### config.mk
export PLATFORM = sky130hd
export DESIGN_NAME = idct2d
export DESIGN_NICKNAME = d
export VERILOG_FILES = /design/src/rtl/idct2d_pkg.sv /design/src/rtl/idct2d_mac.sv /design/src/rtl/idct2d.sv
export SDC_FILE = /design/constraint.sdc
export NUM_CORES = 2
export LEC_CHECK = 0
export ABC_AREA = 1
export ABC_CLOCK_PERIOD_IN_PS = 15120
export CAP_MARGIN = 25
export CORE_ASPECT_RATIO = 1.1
export CORE_MARGIN = 10
export CORE_UTILIZATION = 40
export CTS_CLUSTER_DIAMETER = 120
export DETAILED_ROUTE_END_ITERATION = 8
export PLACE_DENSITY = 0.66
export SLEW_MARGIN = 25
export SYNTH_ARGS = -nofsm -noshare
export SYNTH_HDL_FRONTEND = slang
export SYNTH_SLANG_ARGS = --single-unit
### constraint.sdc
create_clock -name clk -period 15.12 [get_ports clk]
set_clock_uncertainty 0.2 [all_clocks]
set_input_delay 2.268 -clock clk [delete_from_list [all_inputs] [get_ports clk]]
set_output_delay 2.268 -clock clk [all_outputs]
set_load 0.005 [all_outputs]
### src/rtl/idct2d_pkg.sv
// Shared constants, state encoding and saturation helpers for the 8x8 inverse DCT engine.
package idct2d_pkg;

  localparam int N     = 8;
  localparam int FRAC  = 14;
  localparam int ROUND = 1 << (FRAC - 1);
  localparam int CW    = 16;
  localparam int PW    = 2 * CW;
  localparam int AW    = PW + 3;
  localparam int RW    = AW - FRAC;
  localparam int XW    = 8;
  localparam int LEVEL = 128;

  typedef enum logic [2:0] {
    IDLE,
    P1_MAC,
    P1_WR,
    P2_MAC,
    P2_WR
  } idct_state_t;

  // The full rounded value is compared, so out-of-range results pin to the rail instead of wrapping.
  function automatic logic signed [CW-1:0] sat16(input logic signed [RW-1:0] v);
    if (v > RW'(32767))
      return 16'sh7fff;
    else if (v < RW'(-32768))
      return 16'sh8000;
    else
      return v[CW-1:0];
  endfunction

  function automatic logic [XW-1:0] clamp8(input logic signed [RW:0] v);
    if (v[RW])
      return '0;
    else if (v > (RW+1)'(255))
      return '1;
    else
      return v[XW-1:0];
  endfunction

endpackage

### src/rtl/idct2d_mac.sv
// Signed 16x16 multiply-accumulate with clear, exposing the half-up rounded Q1.14 result.
module idct_mac
  import idct2d_pkg::*;
(
  input  logic                 clk,
  input  logic                 reset,
  input  logic                 clr,
  input  logic                 acc_en,
  input  logic signed [CW-1:0] a,
  input  logic signed [CW-1:0] b,
  output logic signed [RW-1:0] rnd
);

  logic signed [PW-1:0] prod;
  logic signed [AW-1:0] acc;
  logic signed [AW-1:0] biased;

  assign prod = a * b;

  always_ff @(posedge clk) begin
    if (reset || clr)
      acc <= '0;
    else if (acc_en)
      acc <= acc + AW'(prod);
  end

  // Eight full-scale products fit in 35 bits, so adding the rounding bias cannot overflow.
  assign biased = acc + AW'(ROUND);
  assign rnd    = RW'(biased >>> FRAC);

endmodule

### src/rtl/idct2d.sv
// 8x8 inverse 2-D DCT: X = C^T * Y * C through a 64x16 transpose buffer, clamped 8-bit pixels out.
// Optional build macro IDCT2D_LEVEL_SHIFT_EN adds 128 to each pixel before the 0..255 clamp.
module idct2d
  import idct2d_pkg::*;
(
  input  logic                 clk,
  input  logic                 reset,
  input  logic                 en,
  output logic                 rdy,
  output logic [5:0]           iaddr,
  input  logic signed [CW-1:0] iq,
  output logic [5:0]           maddr,
  input  logic signed [CW-1:0] mq,
  output logic [5:0]           waddr,
  output logic [XW-1:0]        wdata,
  output logic                 wwren
);

  idct_state_t state, state_nxt;

  logic [5:0] e;
  logic [2:0] k;
  logic [2:0] r;
  logic [2:0] c;

  logic signed [CW-1:0] tbuf [N*N];
  logic signed [CW-1:0] mac_a;
  logic signed [RW-1:0] rnd;
  logic signed [RW:0]   pix_v;
  logic                 mac_clr;
  logic                 mac_en;

  assign r = e[5:3];
  assign c = e[2:0];

`ifdef IDCT2D_LEVEL_SHIFT_EN
  assign pix_v = (RW+1)'(rnd) + (RW+1)'(LEVEL);
`else
  assign pix_v = (RW+1)'(rnd);
`endif

  always_ff @(posedge clk) begin
    if (reset)
      state <= IDLE;
    else
      state <= state_nxt;
  end

  always_comb begin
    state_nxt = state;
    rdy       = 1'b0;
    iaddr     = '0;
    maddr     = '0;
    waddr     = '0;
    wdata     = '0;
    wwren     = 1'b0;
    mac_a     = iq;
    mac_en    = 1'b0;
    mac_clr   = 1'b0;
    case (state)
      IDLE: begin
        rdy     = 1'b1;
        mac_clr = 1'b1;
        if (en)
          state_nxt = P1_MAC;
      end
      P1_MAC: begin
        iaddr  = {k, c};
        maddr  = {k, r};
        mac_en = 1'b1;
        if (k == 3'd7)
          state_nxt = P1_WR;
      end
      P1_WR: begin
        mac_clr   = 1'b1;
        state_nxt = (e == 6'd63) ? P2_MAC : P1_MAC;
      end
      P2_MAC: begin
        maddr  = {k, c};
        mac_a  = tbuf[{r, k}];
        mac_en = 1'b1;
        if (k == 3'd7)
          state_nxt = P2_WR;
      end
      P2_WR: begin
        mac_clr   = 1'b1;
        waddr     = e;
        wdata     = clamp8(pix_v);
        wwren     = 1'b1;
        state_nxt = (e == 6'd63) ? IDLE : P2_MAC;
      end
      default: state_nxt = IDLE;
    endcase
  end

  // Both counters wrap naturally: k after term 7, e after element 63, ready for the next pass.
  always_ff @(posedge clk) begin
    if (reset) begin
      e <= '0;
      k <= '0;
    end else begin
      case (state)
        P1_MAC, P2_MAC: k <= k + 3'd1;
        P1_WR, P2_WR:   e <= e + 6'd1;
        default: begin
          e <= '0;
          k <= '0;
        end
      endcase
    end
  end

  always_ff @(posedge clk) begin
    if (state == P1_WR)
      tbuf[e] <= sat16(rnd);
  end

  idct_mac u_mac (
    .clk    (clk),
    .reset  (reset),
    .clr    (mac_clr),
    .acc_en (mac_en),
    .a      (mac_a),
    .b      (mq),
    .rnd    (rnd)
  );

endmodule
==> reports/metrics.csv <==
metric,value,unit
post_cts_resized,0,
die_w,373,um
arrival,10480,ps
wl,155000,um
synth_seq_cells,1071,
synth.largest_area_cell,edfxtp_1,
core_area,136000,um2
finalInstanceArea,60800,um2
fin_util,0.446,
synth.area.top_cells,"edfxtp_1 56%, fa_1 11%, nor2_1 6.0%, o21ai_0 4.9%, inv_1 3.5%",
synth_compound_area_frac,0.104,
numClockSinks,1071,
initial_utilization,0.402,
drive_gt1_frac,0.0726,
outcome,finished clean,
synthMuxAreaShare,0,
regToRegSetupSlack,5020,ps
finalSetupTns,0,ps
end_kind,flip-flop,
synth_top_family_by_area,adder cells,
grt_most_used_layer,met2,
grt_pass1_wl,234000,um
cts_tree,built,
pin_count,63,
power,14.9,mW
cts_buffers,100,
startpoint_type,flip-flop,
clk_pin_slew,70,ps
ant_nets,0,
startpoint,k[0]$_SDFFE_PP0N_,
fin_cells,6721,
yosysSeqAreaShare,0.578,
reg2regPathDepth,36,
synth_fa_ha_area_frac,0.138,
grtUsageMet3,0.0374,
synth_edf_count,1024,
finalCritPeriodShare,0.668,
setup_slack,5020,ps
dr.first_iter.drc_count,4025,
viasPerCell,5.55,
drc,0,
io_buffers,62,
powerDensity,245,nW/um2
rsz0062_at_grt,no,
hpwl,97800,um
h-tree-depth,3,
hp-start,u_mac.acc[4]$_SDFFE_PP0P_,
syn-instance-count,4801,
drv_cap,0,
avgSynthCellArea,11.4,um2
grt_pass1_vias,37400,
grt_max_degree,201,
syn_area,54800,um2
reg2reg_to,u_mac.acc[28]$_SDFFE_PP0P_,
wl_per_cell,23.1,um
hp-class,reg -> reg,
multi_input_area,19900,um2
insertion_delay,690,ps
chipHeight,408,um
dpl-instance-area,57500,um2
yosysWarnings,0,
placed_cells,6536,
synth_common_cells,"1024 x edfxtp_1, 874 x nor2_1, 535 x o21ai_0, 514 x inv_1, 414 x nand2_1",
cp_slowest_cell,buf_4,
yosysUniqueCellTypes,51,
synthArstFlopShare,0,
holdWs,320,ps
leakage,22.7,nW
worstSetupPathType,reg -> reg,
seqCellArea,31700,um2
use_met1,0.253,
cp.required,15500,ps
grt_use_total,0.200,
ys.flop_type,edfxtp_1,
tightest_slew,987,ps
irDropWorstVdd,0.000320,V
synthSimpleGateAreaFrac,0.115,
postCtsHoldBufs,0,
gp_congestion,0.929,
grt_remaining_overflow,0,
n_fill_cell,12400,
layout_min_cycle_time,10100,ps
dieArea,152000,um2
syn_to_final_growth,10.9,%
synthMostInstantiatedCell,edfxtp_1,
clk_path_buf_depth,3,
use_met2,0.329,
nets,5291,
synth.top_cell.area_share,0.561,
num_rows,142,
setup_viol,0,
setup.worst_path.end,u_mac.acc[28]$_SDFFE_PP0P_,
drv_slew,0,
r2r_start,k[0]$_SDFFE_PP0N_,
preCtsSetupSlack,5120,ps
fmax,0.0990,GHz
slew_headroom,0.342,
slowest_delay,790,ps
cts_setup_buffers,0,
syn_nets,5254,
clock-root-buffer,clkbuf_16,
dr.pass1.iters,6,
vias,37300,
worst-path-max-fanout,117,
hold_viol_final,0,
antenna_found_initial,5,
synth_xor_area_frac,0.00495,
-- flip-flops by register name, summed over array words and instances, names as in the netlist --
signal / cells
tbuf: 1024
state: 3
e: 6
u_mac.acc: 35
k: 3
-- worst max-delay path, delay by kind of cell, from the launching register on --
family,cells,cell delay (ps)
adder cells (fa/ha/maj),7,3760
buffers and inverters,11,2690
AND/OR/NAND/NOR,16,2340
flip-flops,1,470
AO/OA/AOI/OAI,2,330
-- worst min-delay path by stage --
stage / end / slack, ps / depth (start not counted)
after floorplan: u_mac.acc[4]$_SDFFE_PP0P_ / 280 / 2
after global placement: u_mac.acc[0]$_SDFFE_PP0P_ / 310 / 2
after detailed placement: u_mac.acc[4]$_SDFFE_PP0P_ / 310 / 2
after CTS: u_mac.acc[4]$_SDFFE_PP0P_ / 320 / 2
after global routing: u_mac.acc[3]$_SDFFE_PP0P_ / 360 / 2
final: u_mac.acc[4]$_SDFFE_PP0P_ / 320 / 2
-- power by group --
group | leakage, nW | switching [mW] | total, mW | internal, mW
combinational | 11.3 | 5.60 | 8.11 | 2.51
sequential | 9.77 | 0.0392 | 4.20 | 4.16
clock | 1.60 | 1.09 | 2.55 | 1.46
-- final cells by class --
type                       instances  area share
sequential                      1071       0.521
clock inverter                    59      0.0103
tap                             1800      0.0370
clock buffer                     125      0.0439
timing repair buffer             184      0.0262
inverter                         537      0.0335
antenna                            1   0.0000412
multi-input combinational       2944       0.328
-- cell families (layout without fill, tap and decap cells) --
logic type,Yosys count,in the layout
other,0,1
xor gates and xnor gates,31,31
and+or+nand+nor,1550,1550
AOI/OAI and AO/OA,945,945
buffers and inverters,786,905
adders and majority gates,418,418
DFF,1071,1071
-- cell usage in the layout, fill, tap and decap left out, types with 4 or more instances in the layout --
master	count
a211oi_1	4
a21oi_1	65
a31oi_1	11
buf_4	116
bufinv_16	12
clkbuf_1	21
clkbuf_16	103
clkdlybuf4s50_1	62
clkinv_1	22
clkinv_2	16
clkinvlp_4	5
dfxtp_1	43
edfxtp_1	1024
fa_1	310
ha_1	108
inv_1	514
inv_2	15
inv_6	5
nand2_1	399
nand2_2	22
nand3_1	159
nand3b_1	4
nand4_1	36
nor2_1	869
nor2_2	6
nor2_4	9
nor3_1	19
nor4_1	5
o211ai_1	80
o21ai_0	535
o21ai_1	14
o21ai_2	10
o21bai_1	6
o221ai_1	155
o22ai_1	56
or2_2	9
xnor2_1	8
xor2_1	23
-- metal layers --
| metal | vias to the layer above | part of all wire |
|---|---|---|
| met5 | - | 0.00026 |
| met4 | 6 | 0.046 |
| met3 | 335 | 0.086 |
| met2 | 1679 | 0.48 |
| met1 | 18600 | 0.39 |
| li1 | 16700 | - |
Power figures use the tool's default switching activity.
